**src/rtl/pc_sequencer_if.sv**
```systemverilog
// Fetch-address bundle between the control unit / ALU flags and the PC sequencer.
// The wrap_flag signal exists only when PC_WRAP_CHK_EN is defined.
interface pc_sequencer_if #(
    parameter int PC_W  = 32,
    parameter int OFF_W = 8
);
    logic             busywait;
    logic             jump;
    logic             branch_eq;
    logic             branch_ne;
    logic             zero;
    logic [OFF_W-1:0] offset;
    logic [PC_W-1:0]  pc;
    logic [PC_W-1:0]  pc_plus4;
    logic [PC_W-1:0]  target;
    logic             fetch_valid;
    logic             redirect_pending;
`ifdef PC_WRAP_CHK_EN
    logic             wrap_flag;
`endif

    modport master (
        output busywait, jump, branch_eq, branch_ne, zero, offset,
        input  pc, pc_plus4, target, fetch_valid, redirect_pending
`ifdef PC_WRAP_CHK_EN
        , input wrap_flag
`endif
    );

    modport slave (
        input  busywait, jump, branch_eq, branch_ne, zero, offset,
        output pc, pc_plus4, target, fetch_valid, redirect_pending
`ifdef PC_WRAP_CHK_EN
        , output wrap_flag
`endif
    );
endinterface

```
**src/rtl/pc_sequencer.sv**
```systemverilog
// Program-counter sequencer with stall hold and buffered redirect.
// Optional sticky wrap detection is enabled by defining PC_WRAP_CHK_EN.
module pc_sequencer #(
    parameter int              PC_W     = 32,
    parameter int              OFF_W    = 8,
    parameter logic [PC_W-1:0] RESET_PC = '0
) (
    input  logic           clk,
    input  logic           rst,
    pc_sequencer_if.slave  bus
);
    typedef enum logic [1:0] {
        BOOT       = 2'd0,
        RUN        = 2'd1,
        HOLD_REDIR = 2'd2
    } state_t;

    state_t          state, state_n;
    logic [PC_W-1:0] pc, pc_n;
    logic [PC_W-1:0] saved, saved_n;
    logic            pending, pending_n;
    logic            fetch_valid, fetch_valid_n;
    logic [PC_W-1:0] pc_plus4;
    logic [PC_W-1:0] off_ext;
    logic [PC_W-1:0] target;
    logic            take;

    // Word offset: sign-extend to PC_W-2 bits, then scale to bytes.
    assign off_ext  = {{(PC_W-2-OFF_W){bus.offset[OFF_W-1]}}, bus.offset, 2'b00};
    assign pc_plus4 = pc + PC_W'(4);
    assign target   = pc_plus4 + off_ext;
    assign take     = bus.jump
                    | (bus.branch_eq & bus.zero)
                    | (bus.branch_ne & ~bus.zero);

`ifdef PC_WRAP_CHK_EN
    logic [PC_W:0]   p4_ext;
    logic [PC_W+1:0] tgt_ext;
    logic            p4_wrap, tgt_wrap;
    logic            wrap, wrap_hit;
    logic            saved_wrap, saved_wrap_n;

    // Widened copies of the adders expose carries out of / borrows below PC_W bits.
    assign p4_ext   = {1'b0, pc} + (PC_W+1)'(4);
    assign tgt_ext  = {2'b00, pc} + (PC_W+2)'(4)
                    + {{2{off_ext[PC_W-1]}}, off_ext};
    assign p4_wrap  = p4_ext[PC_W];
    assign tgt_wrap = |tgt_ext[PC_W+1:PC_W];
`endif

    // Next-state and next-register selection.
    always_comb begin
        state_n       = state;
        pc_n          = pc;
        saved_n       = saved;
        pending_n     = pending;
        fetch_valid_n = fetch_valid;
`ifdef PC_WRAP_CHK_EN
        wrap_hit      = 1'b0;
        saved_wrap_n  = saved_wrap;
`endif
        case (state)
            BOOT: begin
                state_n       = RUN;
                fetch_valid_n = 1'b1;
            end
            RUN: begin
                if (!bus.busywait) begin
                    pc_n = take ? target : pc_plus4;
`ifdef PC_WRAP_CHK_EN
                    wrap_hit = p4_wrap | (take & tgt_wrap);
`endif
                end else if (take) begin
                    saved_n   = target;
                    pending_n = 1'b1;
                    state_n   = HOLD_REDIR;
`ifdef PC_WRAP_CHK_EN
                    saved_wrap_n = p4_wrap | tgt_wrap;
`endif
                end
            end
            HOLD_REDIR: begin
                // The buffered target beats any redirect seen while waiting.
                if (!bus.busywait) begin
                    pc_n      = saved;
                    pending_n = 1'b0;
                    state_n   = RUN;
`ifdef PC_WRAP_CHK_EN
                    wrap_hit = saved_wrap;
`endif
                end
            end
            default: state_n = BOOT;
        endcase
    end

    // State and PC registers with asynchronous reset.
    always_ff @(posedge clk or posedge rst) begin
        if (rst) begin
            state       <= BOOT;
            pc          <= RESET_PC;
            saved       <= '0;
            pending     <= 1'b0;
            fetch_valid <= 1'b0;
        end else begin
            state       <= state_n;
            pc          <= pc_n;
            saved       <= saved_n;
            pending     <= pending_n;
            fetch_valid <= fetch_valid_n;
        end
    end

`ifdef PC_WRAP_CHK_EN
    // Sticky wrap flag, cleared only by reset.
    always_ff @(posedge clk or posedge rst) begin
        if (rst) begin
            wrap       <= 1'b0;
            saved_wrap <= 1'b0;
        end else begin
            wrap       <= wrap | wrap_hit;
            saved_wrap <= saved_wrap_n;
        end
    end

    assign bus.wrap_flag = wrap;
`endif

    assign bus.pc               = pc;
    assign bus.pc_plus4         = pc_plus4;
    assign bus.target           = target;
    assign bus.fetch_valid      = fetch_valid;
    assign bus.redirect_pending = pending;
endmodule

```
**src/flat_wrapper.sv**
```systemverilog
// flat-port wrapper written by rule: the top's interface ports become plain ports
module pc_sequencer_flat 
#(
    parameter int              PC_W     = 32,
    parameter int              OFF_W    = 8,
    parameter logic [PC_W-1:0] RESET_PC = '0
)
  (clk, rst, bus_busywait, bus_jump, bus_branch_eq, bus_branch_ne, bus_zero, bus_offset, bus_pc, bus_pc_plus4, bus_target, bus_fetch_valid, bus_redirect_pending);
  pc_sequencer_if #(.PC_W(PC_W), .OFF_W(OFF_W)) bus_i ();
  input  logic clk;
  input  logic rst;
  input wire logic [$bits(bus_i.busywait)-1:0] bus_busywait;
  input wire logic [$bits(bus_i.jump)-1:0] bus_jump;
  input wire logic [$bits(bus_i.branch_eq)-1:0] bus_branch_eq;
  input wire logic [$bits(bus_i.branch_ne)-1:0] bus_branch_ne;
  input wire logic [$bits(bus_i.zero)-1:0] bus_zero;
  input wire logic [$bits(bus_i.offset)-1:0] bus_offset;
  output wire logic [$bits(bus_i.pc)-1:0] bus_pc;
  output wire logic [$bits(bus_i.pc_plus4)-1:0] bus_pc_plus4;
  output wire logic [$bits(bus_i.target)-1:0] bus_target;
  output wire logic [$bits(bus_i.fetch_valid)-1:0] bus_fetch_valid;
  output wire logic [$bits(bus_i.redirect_pending)-1:0] bus_redirect_pending;
  assign bus_i.busywait = bus_busywait;
  assign bus_i.jump = bus_jump;
  assign bus_i.branch_eq = bus_branch_eq;
  assign bus_i.branch_ne = bus_branch_ne;
  assign bus_i.zero = bus_zero;
  assign bus_i.offset = bus_offset;
  assign bus_pc = bus_i.pc;
  assign bus_pc_plus4 = bus_i.pc_plus4;
  assign bus_target = bus_i.target;
  assign bus_fetch_valid = bus_i.fetch_valid;
  assign bus_redirect_pending = bus_i.redirect_pending;
  pc_sequencer #(.PC_W(PC_W), .OFF_W(OFF_W), .RESET_PC(RESET_PC)) u_core (.clk(clk), .rst(rst), .bus(bus_i));
endmodule
```
**config.mk**
```make
export PLATFORM = sky130hd
export DESIGN_NAME = pc_sequencer_flat
export DESIGN_NICKNAME = d
export VERILOG_FILES = /design/src/rtl/pc_sequencer_if.sv /design/src/rtl/pc_sequencer.sv /design/src/flat_wrapper.sv
export SDC_FILE = /design/constraint.sdc
export NUM_CORES = 1
export LEC_CHECK = 0
export CAP_MARGIN = 20
export CORE_MARGIN = 2
export CORE_UTILIZATION = 39
export CTS_BUF_LIST = sky130_fd_sc_hd__clkbuf_4 sky130_fd_sc_hd__clkbuf_8
export CTS_CLUSTER_SIZE = 25
export DETAILED_ROUTE_END_ITERATION = 6
export DONT_BUFFER_PORTS = 1
export PLACE_DENSITY = 0.54
export SETUP_SLACK_MARGIN = 0.15
export SYNTH_ARGS = -nofsm -noshare
export SYNTH_HDL_FRONTEND = slang
export SYNTH_SLANG_ARGS = --single-unit
```
**constraint.sdc**
```tcl
create_clock -name clk -period 3.75 [get_ports clk]
set_input_delay 0.375 -clock clk [delete_from_list [all_inputs] [get_ports clk]]
set_output_delay 0.375 -clock clk [all_outputs]
set_load 0.01 [all_outputs]
```
==> run metrics, run 1 <==
status complete, but fails checks; violated checks setup timing; Worst path slowest cell or3_1; worst slew pin tran 0.756 ns; Routed WL 20100 µm; RSZ-0062 raised after global routing yes; Syn-to-layout area delta 31.3%; Commonest cells post-synth nand2_1, dfrtp_1, o21ai_0; crit path DAT 3.51 ns; worst hold slack 0.0807 ns; routed len/inst 20.7 µm; remaining antenna violation count 0; peak per-stage delay on the critical path 0.38 ns; CTS tree built; Final Setup Violations 11; worst min path class in -> reg; Cells after Synth 686; critical path, cell by cell and4_4, nand3_1, nor2_2, xor2_2, ha_4, o21ai_2, nor2_1, or3_1, o221a_4, a211oi_4, buf_4, xor2_2, buf_4, inv_1; clock sink count 68; largest cells by area after synthesis dfrtp_1, ha_1, xnor2_1; Period Utilization, post-route 104%; Via density 5.75; Cell Area, Placed 6490 µm²; Iter 0 DRT Violations 253; Starting Density 39.7%; DR DRC count 0; Longest Clk Path Bufs 2; Final Max Slew Viols 0; first-pass GRT wire length 31400 µm; setup ws final -0.134 ns; Critical Path Source Type register; crit end category output pin; IO Count 113; M1 WL 8730 µm; worst clock skew 0.0122 ns; Port Buffers 0; gpl congestion 0.946; Mapped Nets 739; CP required 3.38 ns; Async S/R FF share, synth 100%; Max Cap Violations 0; count leader, synth nand2_1; clock root cell clkbuf_8; post-DP HPWL 14600 µm; Yosys Warn Count 0; synthesized area per cell 8.34 µm²; PwrDens 1000 nW/µm²; Worst IR Drop VDD 0.356 mV; post-layout min period 3.88 ns; via count 5591; EDFF count, synth 0; row count 44; n_diodes 0; number of global-route vias before repair 5630; finished layout cell area 7510 µm²; pin count of the biggest net entering global routing 45; CTS H-tree lvls 3; Die Y 125 µm; initial antenna violation count 0; cell area after synthesis 5720 µm²; Static Leakage 3.36 nW; synth unique cells 71; First-pass DRT Iterations 5; Final nets 837; TritonCTS buffer count 9; layout cells sized above 1 33.8%; Slew HR 49.5%; Seq/Total Area, Yosys 29.8%; Max Clock Freq 257 MHz; wire length on met3 1350 µm; Top Metal Used met4; WS Path Type reg -> out; Core Region 14400 µm²; clock-pin slew on the worst setup and hold paths 0.09 ns; gr usage total 25.5%; Yosys reg bits 68; GR Overflow Total 0; ys flop type dfrtp_1; width of the chip 125 µm; post-synth top area share 29.8%; metal2 WL 9380 µm; biggest area consumer among synthesized cells dfrtp_1; Fin. Hold Viols 0; clk_lat worst skew 0.38 ns; critical path fanouts, max 7; die area 15600 µm²
power by group:
part	total (mW)	internal, mW	switching (mW)	leakage [nW]
Combinational	5.40	2.38	3.02	2.42
Clock	0.790	0.446	0.344	0.120
Sequential	1.36	1.06	0.296	0.819
logic make-up (layout without fill, tap and decap cells):
family,count (synthesis),in the layout,share of synthesized area [%]
multiplexers,27,27,5.29
AND/OR/NAND/NOR,236,236,19.8
XOR/XNOR,55,55,8.42
buffers and inverters,59,162,4.97
flip-flops,68,68,29.8
AO/OA/AOI/OAI,203,203,23.3
adder cells (fa/ha/maj),38,38,8.44
repair_timing:
item / 4_1_cts / 5_1_grt
pin swaps: 24 / 25
gates resized for setup: 65 / 44
setup endpoints to repair: 32 / 24
hold endpoints to repair: 0 / 5
buffers inserted: 16 / 14
hold buffers: 0 / 1
cloned: 0 / 0
flip-flops by register name (all words and copies together), names as in the netlist:
register                     flops
u_core.bus.pc                   32
u_core.saved                    32
u_core.state                     2
u_core.bus.fetch_valid           1
u_core.bus.redirect_pending      1
worst max-delay path: cells and delay by family, from the launching register on:
| family | cells | cell delay [ns] |
|---|---|---|
| AND/OR/NAND/NOR | 5 | 1.00 |
| AO/OA/AOI/OAI | 3 | 0.65 |
| XOR/XNOR | 2 | 0.43 |
| buffers and inverters | 3 | 0.39 |
| flip-flops | 1 | 0.36 |
| adder cells (fa/ha/maj) | 1 | 0.29 |
per-stage QoR:
step	util, %	std cells	setup WS (ns)	setup TNS [ns]	total power, mW
final	52.1	973	-0.134	-0.799	7.55
after global routing	52.1	973	-0.244	-2.58	8.07
after CTS	49.6	957	-0.147	-0.904	7.14
after detailed placement	45.0	925	-0.0653	-0.145	5.89
after global placement	45.0	925	-0.0453	-0.124	5.83
after floorplan	-	686	0.153	0	4.38
routing by layer:
layer	GRT usage (%)	vias up
li1	-	2671
met1	32.3	2689
met2	42.0	184
met3	6.46	47
met4	10.1	0
met5	0	-
worst paths after layout:
path	start	endpoint	slack [ns]	cells after the start
worst max register to register	u_core.bus.pc[6]	u_core.bus.pc[23]	0.16	15
min in group asynchronous	rst	u_core.saved[6]	0.36	2
worst min-delay path	bus_busywait	u_core.state[0]	0.08	1
worst min register to register	u_core.saved[14]	u_core.saved[14]	0.48	2
max in group asynchronous	rst	u_core.bus.pc[12]	2.78	3
worst max-delay path	u_core.bus.pc[6]	bus_target[23]	-0.13	14
layout make-up:
type                    instances  area (µm²)
repair buffers                124         950
clock buffers                   9         124
well taps                     184         230
multi-input cells             559        4300
fillers                      1351        6910
flip-flops and latches         68        1710
inverters                      22        82.6
clock inverters                 7         124
cells in the final DEF, fill, tap and decap left out, types with 17 or more instances in the layout:
| cell | instances |
|---|---|
| a21oi_1 | 49 |
| mux2_2 | 21 |
| buf_4 | 121 |
| xnor2_1 | 20 |
| xnor2_2 | 18 |
| inv_1 | 18 |
| dfrtp_1 | 65 |
| nand4_1 | 17 |
| nor2_1 | 43 |
| ha_1 | 25 |
| o21ai_0 | 47 |
| nand2_1 | 79 |
| nand3_1 | 22 |
No activity file was read; power rests on OpenSTA's default activity.
==> run 2, diff against run 1 <==
CTS_CLUSTER_SIZE = not set   (was 25)
==> results of run 2 <==
No change in the layout: final DEF, timing and power equal those of run 1.
==> run 3, diff against run 2 <==
ABC_AREA = 1   (was not set)
RECOVER_POWER = 25   (was not set)
==> run metrics, run 3 <==
status complete, but fails checks; violated checks capacitance limit, slew limit; TritonCTS buffer count 9 (unchanged); worst clock skew 0.0147 ns (+0.00253 ns); CTS H-tree lvls 3 (unchanged); gpl congestion 0.957 (+1.1%); post-DP HPWL 16200 µm (+11%); Commonest cells post-synth nand2_1, inv_1, nor2_1; Fin. Hold Viols 0 (unchanged); commonest non-fill, non-tap cell in the layout nand2_1; number of global-route vias before repair 5712 (+1.5%); Worst IR Drop VDD 0.467 mV (+31%); Worst Path Buf+Inv 0 (-3); gr usage total 26.0% (+0.50 points); post-layout min period 3.50 ns (-0.387 ns); Hold Buf Count CTS 0 (unchanged); crit end category output pin; Max Cap Violations 1 (+1); peak per-stage delay on the critical path 0.46 ns (+0.08 ns); Final nets 1029 (+23%); WS Path Type reg -> out; routed len/inst 18.5 µm (-10%); synthesized area per cell 6.36 µm² (-24%); Routed WL 21600 µm (+7.6%); GR Overflow Total 0 (unchanged); cell family with most CP delay simple AND/OR/NAND/NOR gates; PwrDens 991 nW/µm² (-1.4%); Iter 0 DRT Violations 487 (+92%); die area 16500 µm² (+5.1%); Yosys reg bits 68 (unchanged); Die Y 128 µm (+2.5%); remaining antenna violation count 0 (unchanged); post-synth top area share 28.3% (-1.5 points); row count 45 (+2.3%); Slew HR -41.7% (-91 points); CTS tree built; synth unique cells 37 (-48%); fin util 49.0% (-3.1 points); worst slew pin tran 2.12 ns (+1.37 ns); total power draw 7.35 mW (-2.6%); most frequent cells in the layout nand2_1, inv_1, a21oi_1; Seq/Total Area, Yosys 28.3% (-1.5 points); first-pass GRT wire length 32600 µm (+4.0%); crit path DAT 3.12 ns (-0.39 ns); worst hold slack 0.179 ns (+0.0982 ns); critical path fanouts, max 5 (-2); Syn-to-layout area delta 23.1%; Core Region 15100 µm² (+5.0%); pin count of the biggest net entering global routing 40 (-11%); via count 6119 (+9.4%); First-pass DRT Iterations 5 (unchanged); Cells after Synth 947 (+38%); EDFF count, synth 0 (unchanged); biggest area consumer among synthesized cells dfrtp_1; Async S/R FF share, synth 100% (unchanged); width of the chip 128 µm (+2.5%); Period Utilization, post-route 93.2% (-10 points); Port Buffers 0 (unchanged); RSZ-0062 raised after global routing yes; Starting Density 39.8% (+0.12 points); clock root cell clkbuf_8; Via density 5.24 (-8.8%); Yosys Warn Count 0 (unchanged); ys flop type dfrtp_1; filler cell count in the final layout 1558 (+15%); Top Registers u_core.bus.pc: 32 flops, u_core.saved: 32 flops, u_core.state: 2 flops; layout cells sized above 1 22.9% (-11 points); largest cells by area after synthesis dfrtp_1, nand2_1, ha_1; worst min path class in -> reg; Max Clock Freq 286 MHz (+11%); count leader, synth nand2_1; Longest Clk Path Bufs 2 (unchanged); clock-pin slew on the worst setup and hold paths 0.07 ns (-0.02 ns); clk_lat worst skew 0.36 ns (-0.02 ns); CP required 3.38 ns (about the same); Static Leakage 3.80 nW (+13%); IO Count 113 (unchanged); Fin Setup TNS 0 ns (+0.799 ns); Mapped Nets 1000 (+35%); Final Setup Violations 0 (-11); Final Max Slew Viols 39 (+39); critical path, cell by cell ha_4, nand2_4, nor2_4, nand2_4, nor2_1, xor2_2, ha_2, a21oi_2, nor2_1, nor2_1, o21ai_2, a21oi_2, nand2_1, nand2_2, nand2_2; CP dominant cell by count nor2_1; clock sink count 68 (unchanged); n_diodes 0 (unchanged); DR DRC count 0 (unchanged); Critical Path Source Type register; Worst path slowest cell dfrtp_2; initial antenna violation count 0 (unchanged); cell area after synthesis 6020 µm² (+5.3%)
[run 3: cell count changes after synthesis, sizes merged, moves of 23 or more]
| cell | delta |
|---|---|
| a21oi | +36 |
| inv | +95 |
| mux2 | -23 |
| nand2 | +248 |
| nand3 | +30 |
| nor2 | +51 |
| o21ai | -24 |
| xnor2 | -30 |
[run 3: area by class of cell]
class,count,area [µm²],area share (%)
clock inverter,4,72.6,0.978
tap,188,235,3.17
sequential,68,1720,23.2
multi-input combinational,733,4440,59.8
timing repair buffer,45,350,4.72
clock buffer,11,151,2.04
inverter,119,447,6.02
[run 3: logic make-up after synthesis]
| kind of cell | synth area share (%) |
|---|---|
| AO/OA/AOI/OAI | 14.4 |
| XOR/XNOR | 5.46 |
| adder cells (fa/ha/maj) | 8.02 |
| buffers and inverters | 9.53 |
| flip-flops | 28.3 |
| AND/OR/NAND/NOR | 34.4 |
[run 3: where the power goes]
part	switching (mW)	internal, mW	total [mW]
combinational	3.35	1.71	5.07
clock	0.300	0.406	0.706
sequential	0.489	1.09	1.58
[run 3: through the flow]
stage          setup slack (ns)  cells  instance area [µm²]
5_1_grt                  0.0475   1168                 7420
2_1_floorplan             0.778    947                 6020
3_5_place_dp              0.205   1138                 6370
3_3_place_gp              0.201   1137                 6350
4_1_cts                  0.0970   1156                 6750
6_report                  0.253   1168                 7420
[run 3: what timing repair did]
item                                    in CTS  in global routing
gates resized for setup                     38                141
pin swaps                                    3                 28
endpoints found under the setup margin      17                 22
setup buffers                                3                 12
[run 3: path summary, 6_finish.rpt]
| path | start | endpoint | slack (ns) | cells past startpoint |
|---|---|---|---|---|
| hold reg to reg | u_core.saved[0] | u_core.bus.pc[0] | 0.48 | 2 |
| hold / removal | bus_busywait | u_core.bus.redirect_pending | 0.18 | 2 |
| min in group asynchronous | rst | u_core.bus.pc[3] | 0.25 | 1 |
| setup reg to reg | u_core.bus.pc[3] | u_core.bus.pc[15] | 0.64 | 16 |
| setup / recovery | u_core.bus.pc[2] | bus_target[29] | 0.25 | 15 |
| max in group asynchronous | rst | u_core.bus.pc[10] | 0.77 | 2 |
[run 3: routing by layer]
metal	global-route usage (%)	wire length, µm
met3	5.09	1420
met4	4.98	268
met1	36.8	9920
met2	41.6	10000
met5	0	0
[run 3: worst reg2reg max path: cells and delay by family (launching register included)]
kind / cells / cell delay, ns
AOI/OAI and AO/OA: 3 / 0.52
DFF: 1 / 0.43
and+or+nand+nor: 8 / 1.01
buffers and inverters: 2 / 0.17
xor gates and xnor gates: 2 / 0.55
adders and majority gates: 1 / 0.35
